**config.mk**
```make
export PLATFORM = sky130hd
export DESIGN_NAME = controlador_configuracion_flat
export DESIGN_NICKNAME = d
export VERILOG_FILES = /design/src/rtl/controlador_configuracion_pkg.sv /design/src/rtl/controlador_configuracion_if.sv /design/src/rtl/controlador_configuracion_boton_flanco.sv /design/src/rtl/controlador_configuracion.sv /design/src/flat_wrapper.sv
export SDC_FILE = /design/constraint.sdc
export NUM_CORES = 1
export LEC_CHECK = 0
export CAP_MARGIN = 15
export CORE_ASPECT_RATIO = 1.25
export CORE_UTILIZATION = 55
export CTS_CLUSTER_SIZE = 16
export DETAILED_ROUTE_END_ITERATION = 8
export GPL_TIMING_DRIVEN = 1
export PLACE_DENSITY = 0.77
export SETUP_SLACK_MARGIN = 0.3
export SKIP_LAST_GASP = 1
export SYNTH_ARGS = -nofsm -noshare
export SYNTH_HDL_FRONTEND = slang
export SYNTH_HIERARCHICAL = 1
export SYNTH_SLANG_ARGS = --single-unit
export TNS_END_PERCENT = 50
```
**constraint.sdc**
```tcl
create_clock -name clk -period 3.2 [get_ports clk]
set_clock_uncertainty 0.1 [all_clocks]
set_input_delay 0.8 -clock clk [delete_from_list [all_inputs] [get_ports clk]]
set_output_delay 0.8 -clock clk [all_outputs]
set_load 0.05 [all_outputs]
```
**src/rtl/controlador_configuracion_pkg.sv**
```systemverilog
// Shared constants for the RTC display configuration path: display modes,
// cursor field positions and the highest cursor position per mode.
package controlador_configuracion_pkg;

    localparam logic [1:0] MODE_NORMAL = 2'd0;
    localparam logic [1:0] MODE_HORA   = 2'd1;
    localparam logic [1:0] MODE_FECHA  = 2'd2;
    localparam logic [1:0] MODE_TIMER  = 2'd3;

    localparam logic [1:0] CUR_DER  = 2'd0;
    localparam logic [1:0] CUR_MED  = 2'd1;
    localparam logic [1:0] CUR_IZQ  = 2'd2;
    localparam logic [1:0] CUR_AMPM = 2'd3;

    typedef enum logic [1:0] {
        ST_NORMAL = MODE_NORMAL,
        ST_HORA   = MODE_HORA,
        ST_FECHA  = MODE_FECHA,
        ST_TIMER  = MODE_TIMER
    } estado_t;

    // Only the time mode exposes the AM/PM field.
    function automatic logic [1:0] cmax(input logic [1:0] modo);
        return (modo == MODE_HORA) ? CUR_AMPM : CUR_IZQ;
    endfunction

endpackage

```
**src/rtl/controlador_configuracion_if.sv**
```systemverilog
// Button levels in, character-generator and RTC-write controls out.
interface controlador_configuracion_if;
    import controlador_configuracion_pkg::*;

    logic       btn_mode;
    logic       btn_left;
    logic       btn_right;
    logic       btn_up;
    logic       btn_down;
    logic [1:0] config_mode;
    logic [1:0] cursor_location;
    logic       parpadeo;
    logic       inc_pulse;
    logic       dec_pulse;
    logic       commit_pulse;
    logic [1:0] commit_mode;
    logic       rtc_hold;

    modport master (
        output btn_mode, btn_left, btn_right, btn_up, btn_down,
        input  config_mode, cursor_location, parpadeo, inc_pulse, dec_pulse,
               commit_pulse, commit_mode, rtc_hold
    );

    modport slave (
        input  btn_mode, btn_left, btn_right, btn_up, btn_down,
        output config_mode, cursor_location, parpadeo, inc_pulse, dec_pulse,
               commit_pulse, commit_mode, rtc_hold
    );

endinterface

```
**src/rtl/controlador_configuracion_boton_flanco.sv**
```systemverilog
// Two-flop synchronizer followed by a registered rising-edge pulse; a press
// sampled at edge k shows up as pulso_o after edge k+2.
module boton_flanco (
    input  logic clk,
    input  logic rst_n,
    input  logic btn_i,
    output logic pulso_o
);
    logic s1_q, s2_q, s3_q, pulso_q;

    always_ff @(posedge clk or negedge rst_n) begin
        if (!rst_n) begin
            s1_q    <= 1'b0;
            s2_q    <= 1'b0;
            s3_q    <= 1'b0;
            pulso_q <= 1'b0;
        end else begin
            s1_q    <= btn_i;
            s2_q    <= s1_q;
            s3_q    <= s2_q;
            pulso_q <= s2_q & ~s3_q;
        end
    end

    assign pulso_o = pulso_q;

endmodule

```
**src/rtl/controlador_configuracion.sv**
```systemverilog
// Configuration sequencer: button edges drive mode/cursor selection, field
// edit strobes, the blink phase and the inactivity timeout with commit.
module controlador_configuracion
    import controlador_configuracion_pkg::*;
#(
    parameter int CLK_HZ    = 100_000_000,
    parameter int BLINK_HZ  = 2,
    parameter int TIMEOUT_S = 30
) (
    input logic                        clk,
    input logic                        reset,
    controlador_configuracion_if.slave bus
);
    localparam int BLINK_DIV = CLK_HZ / (2 * BLINK_HZ);
    localparam int TO_HALFS  = TIMEOUT_S * 2 * BLINK_HZ;
    localparam int BW        = (BLINK_DIV > 1) ? $clog2(BLINK_DIV) : 1;
    localparam int TW        = $clog2(TO_HALFS + 1);
    localparam logic [BW-1:0] BLINK_LAST = BW'(BLINK_DIV - 1);
    localparam logic [TW-1:0] TO_LAST    = TW'(TO_HALFS - 1);
    localparam logic [TW-1:0] TO_MAX     = TW'(TO_HALFS);

    logic [4:0] btn_lvl, flanco;
    assign btn_lvl = {bus.btn_down, bus.btn_up, bus.btn_right, bus.btn_left, bus.btn_mode};

    boton_flanco u_flanco [4:0] (
        .clk    (clk),
        .rst_n  (reset),
        .btn_i  (btn_lvl),
        .pulso_o(flanco)
    );

    logic e_mode, e_left, e_right, e_up, e_down;
    assign {e_down, e_up, e_right, e_left, e_mode} = flanco;

    estado_t       state_q;
    logic [1:0]    cursor_q;
    logic [BW-1:0] blink_q;
    logic [TW-1:0] halfs_q, halfs_d;
    logic          parp_q, inc_q, dec_q, commit_q;
    logic [1:0]    commit_mode_q;

    logic       in_cfg, half_done, timeout, lr_ok, ud_ok;
    logic [1:0] cmax_cur, cur_left, cur_right;

    assign in_cfg    = (state_q != ST_NORMAL);
    assign half_done = in_cfg && (blink_q == BLINK_LAST);
    assign timeout   = half_done && (halfs_q >= TO_LAST);
    assign halfs_d   = (halfs_q == TO_MAX) ? halfs_q : halfs_q + 1'b1;
    // Opposing buttons in the same cycle cancel; any cursor edge masks edits.
    assign lr_ok     = e_left ^ e_right;
    assign ud_ok     = (e_up ^ e_down) && !(e_left || e_right);
    assign cmax_cur  = cmax(state_q);
    assign cur_left  = (cursor_q == cmax_cur) ? CUR_DER : cursor_q + 2'd1;
    assign cur_right = (cursor_q == CUR_DER) ? cmax_cur : cursor_q - 2'd1;

    always_ff @(posedge clk or negedge reset) begin
        if (!reset) begin
            state_q       <= ST_NORMAL;
            cursor_q      <= CUR_DER;
            blink_q       <= '0;
            halfs_q       <= '0;
            parp_q        <= 1'b0;
            inc_q         <= 1'b0;
            dec_q         <= 1'b0;
            commit_q      <= 1'b0;
            commit_mode_q <= MODE_NORMAL;
        end else begin
            inc_q         <= 1'b0;
            dec_q         <= 1'b0;
            commit_q      <= 1'b0;
            commit_mode_q <= MODE_NORMAL;
            if (e_mode) begin
                case (state_q)
                    ST_NORMAL: state_q <= ST_HORA;
                    ST_HORA:   state_q <= ST_FECHA;
                    ST_FECHA:  state_q <= ST_TIMER;
                    default:   state_q <= ST_NORMAL;
                endcase
                commit_q      <= in_cfg;
                commit_mode_q <= in_cfg ? state_q : MODE_NORMAL;
                cursor_q      <= (state_q == ST_TIMER) ? CUR_DER : CUR_IZQ;
                blink_q       <= '0;
                halfs_q       <= '0;
                parp_q        <= 1'b0;
            end else if (!in_cfg) begin
                cursor_q <= CUR_DER;
                blink_q  <= '0;
                halfs_q  <= '0;
                parp_q   <= 1'b0;
            end else if (lr_ok || ud_ok) begin
                // Show the edited field solid and restart the inactivity window.
                if (lr_ok) cursor_q <= e_left ? cur_left : cur_right;
                else begin
                    inc_q <= e_up;
                    dec_q <= e_down;
                end
                blink_q <= '0;
                halfs_q <= '0;
                parp_q  <= 1'b0;
            end else if (timeout) begin
                state_q       <= ST_NORMAL;
                commit_q      <= 1'b1;
                commit_mode_q <= state_q;
                cursor_q      <= CUR_DER;
                blink_q       <= '0;
                halfs_q       <= '0;
                parp_q        <= 1'b0;
            end else if (half_done) begin
                blink_q <= '0;
                halfs_q <= halfs_d;
                parp_q  <= ~parp_q;
            end else begin
                blink_q <= blink_q + 1'b1;
            end
        end
    end

    assign bus.config_mode     = state_q;
    assign bus.cursor_location = cursor_q;
    assign bus.parpadeo        = parp_q;
    assign bus.inc_pulse       = inc_q;
    assign bus.dec_pulse       = dec_q;
    assign bus.commit_pulse    = commit_q;
    assign bus.commit_mode     = commit_mode_q;
    assign bus.rtc_hold        = in_cfg;

endmodule

```
**src/flat_wrapper.sv**
```systemverilog
// flat-port wrapper written by rule: the top's interface ports become plain ports
module controlador_configuracion_flat import controlador_configuracion_pkg::*;
#(
    parameter int CLK_HZ    = 100_000_000,
    parameter int BLINK_HZ  = 2,
    parameter int TIMEOUT_S = 30
)
  (clk, reset, bus_btn_mode, bus_btn_left, bus_btn_right, bus_btn_up, bus_btn_down, bus_config_mode, bus_cursor_location, bus_parpadeo, bus_inc_pulse, bus_dec_pulse, bus_commit_pulse, bus_commit_mode, bus_rtc_hold);
  controlador_configuracion_if bus_i ();
  input logic clk;
  input logic reset;
  input wire logic [$bits(bus_i.btn_mode)-1:0] bus_btn_mode;
  input wire logic [$bits(bus_i.btn_left)-1:0] bus_btn_left;
  input wire logic [$bits(bus_i.btn_right)-1:0] bus_btn_right;
  input wire logic [$bits(bus_i.btn_up)-1:0] bus_btn_up;
  input wire logic [$bits(bus_i.btn_down)-1:0] bus_btn_down;
  output wire logic [$bits(bus_i.config_mode)-1:0] bus_config_mode;
  output wire logic [$bits(bus_i.cursor_location)-1:0] bus_cursor_location;
  output wire logic [$bits(bus_i.parpadeo)-1:0] bus_parpadeo;
  output wire logic [$bits(bus_i.inc_pulse)-1:0] bus_inc_pulse;
  output wire logic [$bits(bus_i.dec_pulse)-1:0] bus_dec_pulse;
  output wire logic [$bits(bus_i.commit_pulse)-1:0] bus_commit_pulse;
  output wire logic [$bits(bus_i.commit_mode)-1:0] bus_commit_mode;
  output wire logic [$bits(bus_i.rtc_hold)-1:0] bus_rtc_hold;
  assign bus_i.btn_mode = bus_btn_mode;
  assign bus_i.btn_left = bus_btn_left;
  assign bus_i.btn_right = bus_btn_right;
  assign bus_i.btn_up = bus_btn_up;
  assign bus_i.btn_down = bus_btn_down;
  assign bus_config_mode = bus_i.config_mode;
  assign bus_cursor_location = bus_i.cursor_location;
  assign bus_parpadeo = bus_i.parpadeo;
  assign bus_inc_pulse = bus_i.inc_pulse;
  assign bus_dec_pulse = bus_i.dec_pulse;
  assign bus_commit_pulse = bus_i.commit_pulse;
  assign bus_commit_mode = bus_i.commit_mode;
  assign bus_rtc_hold = bus_i.rtc_hold;
  controlador_configuracion #(.CLK_HZ(CLK_HZ), .BLINK_HZ(BLINK_HZ), .TIMEOUT_S(TIMEOUT_S)) u_core (.clk(clk), .reset(reset), .bus(bus_i));
endmodule
```
======== After elaboration in Yosys (flattened, before gate mapping) ========
Index checks and enable logic that the tools add are counted.
Widths: inputs -> output; s select.
word-level totals
  bits in registers ....................... 62
  logic and storage cells ................. 119
cells by class
  add/sub/neg operators ................... 4
  order comparisons ....................... 1
  equal/unequal tests ..................... 11
  mux-type cells .......................... 47
  bitwise logic cells ..................... 13
  reduce and logical (&&, ||, !) cells .... 14
operators with widths
  cell                   count
  $mux 25                5
  $mux 7                 6
  $mux 2                 17
  $add 25x1->25 const B  1
  $eq 25x25->1 const B   1
  $mux 1                 18
  $ne 5x5->1 const B     2
  $ne 4x4->1 const B     2
  $add 7x1->7 const B    1
  $eq 7x7->1 const B     1
  $ge 7x7->1 const B     1
  $not 1->1              6
  $pmux 2 s3             1
  $reduce_bool 2->1      3
  $and 1x1->1            5
  $eq 2x2->1 const B     2
  $logic_not 2->1        2
  $reduce_and 2->1       2
  $logic_and 1x1->1      3
  $reduce_and 3->1       1
  $add 2x1->2 const B    1
  $eq 2x1->1 const B     1
  $eq 2x2->1             1
  $logic_or 1x1->1       2
  4 further kinds        5

======== Longest topological paths before layout ========
  depth after elaboration ................. 9
  mapped depth ............................ 8
  gate-level depth less buffers ........... 7

======== By module ========
Netlist, hierarchy kept.
modules (own cells, without submodules)
  module                     times used  cells each  area an instance (um2)  sequential area each (um2)
  controlador_configuracion  1           242         2,275.9                 1,051.0
  boton_flanco               5           5           113.9                   100.1

======== Worst setup path after synthesis ========
Ideal clock, no wire load.
  kind .................................... register to register
  start point ............................. register u_core.state_q[0] (netlist: u_core/bus.config_mode[0])
  end point ............................... register u_core.state_q[0] (netlist: u_core/bus.config_mode[0])
  data arrival time ....................... 2,559 ps
  required time ........................... 2,980 ps
  setup slack ............................. 421 ps
  cell stages (with the launch flop) ...... 9
  path buffers ............................ 1
  cells stage by stage .................... dfrtp_1 inv_1 ha_1 and4b_1 buf_4 nor3b_1 nand2_1 or3_1 a31o_2
between the ends
  word-level cells in the longest chain between the ends .. 5
RTL lines
  what                                line                             source
  start: declaration                  controlador_configuracion.sv:35  estado_t state_q;
  start signal: assignment            controlador_configuracion.sv:58  state_q <= ST_NORMAL;
  start signal: assignment            controlador_configuracion.sv:74  ST_NORMAL: state_q <= ST_HORA;
  start signal: assignment            controlador_configuracion.sv:75  ST_HORA: state_q <= ST_FECHA;
  $reduce_bool 2->1                   controlador_configuracion.sv:45  assign in_cfg = (state_q != ST_NORMAL);
  $logic_and 1x1->1                   controlador_configuracion.sv:46  assign half_done = in_cfg && (blink_q == BLINK_LAST);
  $logic_and 1x1->1                   controlador_configuracion.sv:47  assign timeout = half_done && (halfs_q >= TO_LAST);
  $reduce_bool 2->1 (no source line)  n/a
  $reduce_and 3->1 (no source line)   n/a
Several ways; a longest one is shown, not always the timed one.
A chain may end at the register's enable or synchronous reset.

======== Final worst setup path ========
  start point ............................. register u_core.state_q[0] (netlist: u_core/bus.config_mode[0])
  end point ............................... output bus_rtc_hold
between the ends
  word-level cells in the longest chain between the ends .. 1
RTL lines
  what               line                             source
  $reduce_bool 2->1  controlador_configuracion.sv:45
  end: declaration   flat_wrapper.sv:24               output wire logic [$bits(bus_i.rtc_hold)-1:0] bus_rtc_hold;
Every way passes these cells.

==> metrics.txt <==
# TYPE chip_impl_metric gauge
chip_impl_metric{name="grt_antenna_before_repair",unit=""} 0
chip_impl_metric{name="synth-edff-count",unit=""} 0
chip_impl_metric{name="timing.final.crit_share",unit=""} 0.8336
chip_impl_metric{name="setup_viol_count_final",unit=""} 0
chip_impl_info{name="clock_tree_from_tritoncts",value="built"} 1
chip_impl_info{name="yosys.area.top_type",value="sky130_fd_sc_hd__dfrtp_1"} 1
chip_impl_metric{name="floorplan.die_area",unit="mm^2"} 0.005467
chip_impl_info{name="cts-root-buf",value="sky130_fd_sc_hd__clkbuf_8"} 1
chip_impl_metric{name="fin_ws",unit="ns"} 0.5325
chip_impl_metric{name="pre_cts_ws",unit="ns"} 0.6269
chip_impl_metric{name="finalHoldWorstSlack",unit="ns"} 0.2498
chip_impl_metric{name="first_iter_violations",unit=""} 183
chip_impl_metric{name="critPathMaxFanout",unit=""} 6
chip_impl_metric{name="vias_per_cell",unit=""} 5.603
chip_impl_metric{name="worst_slew_margin_rel",unit=""} 0.5374
chip_impl_metric{name="required",unit="ns"} 2.30
chip_impl_metric{name="area_grow_syn2layout",unit="%"} 15.66
chip_impl_metric{name="synth_warnings",unit=""} 6
chip_impl_metric{name="p_per_area",unit="mW/mm^2"} 618.6
chip_impl_metric{name="netlist_area",unit="mm^2"} 0.002845
chip_impl_info{name="hold_path_endpoint",value="u_core/u_flanco[0]/s2_q"} 1
chip_impl_metric{name="via_count_of_the_first_global_routing_pass",unit=""} 1851
chip_impl_metric{name="cts.path.max_buffers",unit=""} 2
chip_impl_metric{name="global_route.overflow_total",unit=""} 0
chip_impl_metric{name="grt_start_max_net_pins",unit=""} 33
chip_impl_metric{name="clock-sinks",unit=""} 62
chip_impl_info{name="path_class",value="flop to output pin"} 1
chip_impl_metric{name="timing_hold_violations_final",unit=""} 0
chip_impl_metric{name="port_buffer_count",unit=""} 17
chip_impl_info{name="final_cell_mix",value="sky130_fd_sc_hd__dfrtp_1, sky130_fd_sc_hd__nor2_1, sky130_fd_sc_hd__nand2_1"} 1
chip_impl_info{name="startpoint_type",value="flop"} 1
chip_impl_info{name="synth_top_flop_cell",value="sky130_fd_sc_hd__dfrtp_1"} 1
chip_impl_metric{name="total_nets_after_synthesis",unit=""} 283
chip_impl_metric{name="chipHeight",unit="um"} 82.42
chip_impl_metric{name="detail_route.wirelength",unit="mm"} 4.978
chip_impl_metric{name="final_antenna_net_count",unit=""} 0
chip_impl_metric{name="via_count",unit=""} 2006
chip_impl_metric{name="wp_buf_inv",unit=""} 3
chip_impl_metric{name="first_pass_iters",unit=""} 5
chip_impl_metric{name="routabilityCongestion",unit=""} 0.8017
chip_impl_metric{name="final.min_clock_period",unit="ns"} 2.668
chip_impl_metric{name="inserted_clock_buffers",unit=""} 9
chip_impl_info{name="final_common_cell",value="sky130_fd_sc_hd__dfrtp_1"} 1
chip_impl_metric{name="arr_time_crit_path",unit="ns"} 1.77
chip_impl_metric{name="final_max_slew_viol_count",unit=""} 0
chip_impl_metric{name="post_cts.resized_instances",unit=""} 1
chip_impl_metric{name="die_w",unit="um"} 66.33
chip_impl_metric{name="worst-r2r-setup-slack",unit="ns"} 0.69
chip_impl_metric{name="hold_buffers",unit=""} 0
chip_impl_info{name="outcome",value="completed"} 1
chip_impl_metric{name="synth_area_per_cell",unit="um^2"} 10.66
chip_impl_metric{name="power_leakage",unit="uW"} 0.001398
chip_impl_metric{name="fp-row-count",unit=""} 28
chip_impl_info{name="crit_top_cell",value="sky130_fd_sc_hd__inv_1"} 1
chip_impl_info{name="reg2reg_from",value="u_core/bus.config_mode[0]"} 1
chip_impl_metric{name="critical_path.max_stage_delay",unit="ns"} 0.52
chip_impl_info{name="worst_reg2reg_path_endpoint",value="u_core/bus.config_mode[1]"} 1
chip_impl_info{name="critical_path.endpoint_type",value="output pin"} 1
chip_impl_metric{name="groute.usage.overall",unit=""} 0.2116
chip_impl_info{name="cp_slowest_cell",value="sky130_fd_sc_hd__dlygate4sd2_1"} 1
chip_impl_info{name="crit_family",value="buffers and inverters"} 1
chip_impl_metric{name="clock_insertion_delay_worst_skew",unit="ns"} 0.34
chip_impl_metric{name="timing.setup.tns",unit="ns"} 0
chip_impl_metric{name="route.detailed.drc",unit=""} 0
chip_impl_metric{name="path_clk_slew",unit="ns"} 0.08
chip_impl_metric{name="drive_above_1_share",unit=""} 0.1107
chip_impl_metric{name="synth_cell_type_count",unit=""} 42
chip_impl_metric{name="io_pins",unit=""} 18
chip_impl_metric{name="worstRegToRegCells",unit=""} 7
chip_impl_metric{name="synthDominantCellAreaShare",unit=""} 0.5453
chip_impl_metric{name="tightestPinTransition",unit="ns"} 0.6939
chip_impl_metric{name="grt_pass1_wl",unit="mm"} 8.362
chip_impl_metric{name="instance_count_along_the_most_critical_hold_path",unit=""} 0
chip_impl_metric{name="sequential_cell_area",unit="mm^2"} 0.001551
chip_impl_metric{name="htree_num_levels",unit=""} 3
chip_impl_metric{name="synth-seq-area-share",unit=""} 0.5453
chip_impl_metric{name="peak_supply_drop",unit="mV"} 0.4070
chip_impl_metric{name="cts_setup_buffers",unit=""} 0
chip_impl_metric{name="placed_area",unit="mm^2"} 0.003087
chip_impl_metric{name="max_freq",unit="MHz"} 374.9
chip_impl_metric{name="yosys_register_bits",unit=""} 62
chip_impl_metric{name="multi_input_area",unit="mm^2"} 0.001207
chip_impl_metric{name="antenna_cells_inserted",unit=""} 0
chip_impl_info{name="path_cells",value="inv_1 > ha_1 > inv_1 > dlygate4sd2_1"} 1
chip_impl_metric{name="effective_utilization_at_floorplan",unit=""} 0.5843
chip_impl_metric{name="wire_per_inst",unit="um"} 13.91
chip_impl_metric{name="maxCapViolCount",unit=""} 0
chip_impl_info{name="hold_path.class",value="flop to flop"} 1
chip_impl_info{name="rsz_0062_raised_after_global_routing",value="no"} 1
chip_impl_metric{name="post_route_standard_cell_area_excluding_fillers",unit="mm^2"} 0.003291
chip_impl_metric{name="synth_async_sr_flop_share",unit=""} 1.000
chip_impl_info{name="synth.area.top_cells",value="sky130_fd_sc_hd__dfrtp_1, sky130_fd_sc_hd__xnor2_1, sky130_fd_sc_hd__nor2_1"} 1
chip_impl_metric{name="finish.net_count",unit=""} 309
chip_impl_metric{name="detailed_place_hpwl",unit="mm"} 3.250
chip_impl_metric{name="syn-instance-count",unit=""} 267
chip_impl_info{name="hold_path.startpoint",value="u_core/u_flanco[0]/s1_q"} 1
chip_impl_metric{name="core",unit="mm^2"} 0.004870
chip_impl_metric{name="fillerInstances",unit=""} 377
==> cells by family (layout without fill, tap and decap cells) <==
kind of cell | count (synthesis) | count (layout) | synth area share
flops | 62 | 62 | 0.5453
compound gates | 30 | 30 | 0.06332
simple gates | 121 | 121 | 0.2406
buf+inv | 19 | 50 | 0.03034
mux | 1 | 1 | 0.003958
xor+xnor | 25 | 25 | 0.07696
fa+ha+maj | 9 | 9 | 0.03958
==> metrics by stage <==
| step | total power (uW) | std cells | util |
|---|---|---|---|
| 2_1_floorplan | 1199 | 267 | - |
| 3_3_place_gp | 1340 | 342 | 0.6339 |
| 3_5_place_dp | 1356 | 342 | 0.6339 |
| 4_1_cts | 2053 | 358 | 0.6757 |
| 5_1_grt | 2132 | 358 | 0.6757 |
| 6_report | 2036 | 358 | 0.6757 |
==> metal layers <==
layer / global-route usage / part of all wire
met1: 0.2727 / 0.47
met3: 0.06868 / 0.037
met4: 0.1064 / 0.019
met2: 0.3204 / 0.48
met5: 0 / 0
==> Yosys cell counts, types with 2 or more instances <==
cell / count
sky130_fd_sc_hd__nor2b_1: 2
sky130_fd_sc_hd__xor2_1: 9
sky130_fd_sc_hd__or3_1: 7
sky130_fd_sc_hd__and4_1: 2
sky130_fd_sc_hd__o21ai_0: 9
sky130_fd_sc_hd__buf_2: 3
sky130_fd_sc_hd__a21o_1: 2
sky130_fd_sc_hd__nor4_1: 6
sky130_fd_sc_hd__and2_1: 3
sky130_fd_sc_hd__a31o_2: 2
sky130_fd_sc_hd__nor3_1: 9
sky130_fd_sc_hd__nand4_1: 5
sky130_fd_sc_hd__xnor2_1: 16
sky130_fd_sc_hd__nand2_1: 18
sky130_fd_sc_hd__o21a_1: 2
sky130_fd_sc_hd__nor2_1: 34
sky130_fd_sc_hd__inv_1: 14
sky130_fd_sc_hd__dfrtp_1: 62
sky130_fd_sc_hd__ha_1: 9
sky130_fd_sc_hd__and3_1: 6
sky130_fd_sc_hd__nand3_1: 12
sky130_fd_sc_hd__nor2b_4: 5
sky130_fd_sc_hd__a21oi_1: 11
==> cell type report <==
| type | count | area share |
|---|---|---|
| sequential | 62 | 0.4715 |
| multi-input combinational | 186 | 0.3669 |
| timing repair buffer | 20 | 0.06046 |
| clock buffer | 9 | 0.03764 |
| clock inverter | 7 | 0.02471 |
| tap | 60 | 0.02281 |
| inverter | 14 | 0.01597 |
==> flip-flops by register name, summed over array words and instances, names as in the netlist <==
register	cells
u_core/u_flanco/s3_q	5
u_core/blink_q	25
u_core/u_flanco/s2_q	5
u_core/bus.inc_pulse	1
u_core/bus.parpadeo	1
u_core/bus.commit_pulse	1
u_core/bus.cursor_location	2
u_core/bus.dec_pulse	1
u_core/bus.config_mode	2
u_core/u_flanco/s1_q	5
u_core/halfs_q	7
u_core/bus.commit_mode	2
u_core/u_flanco/pulso_o	5
==> worst max path at each step <==
stage	startpoint	endpoint	slack (ns)	depth (start not counted)
5_1_grt	u_core/bus.config_mode[0]	bus_rtc_hold	0.46	4
2_1_floorplan	u_core/bus.config_mode[0]	u_core/bus.config_mode[0]	0.42	8
4_1_cts	u_core/bus.config_mode[0]	bus_rtc_hold	0.52	4
3_5_place_dp	u_core/bus.config_mode[0]	bus_rtc_hold	0.63	4
6_report	u_core/bus.config_mode[0]	bus_rtc_hold	0.53	4
3_3_place_gp	u_core/bus.config_mode[0]	bus_rtc_hold	0.68	4
==> report_power, final <==
| group | leakage [uW] | switching (uW) | internal (uW) |
|---|---|---|---|
| Sequential | 0.000819 | 42.7 | 831 |
| Combinational | 0.000478 | 303 | 159 |
| Clock | 0.000101 | 331 | 370 |
Note: power is estimated with default switching activity, not from simulation.
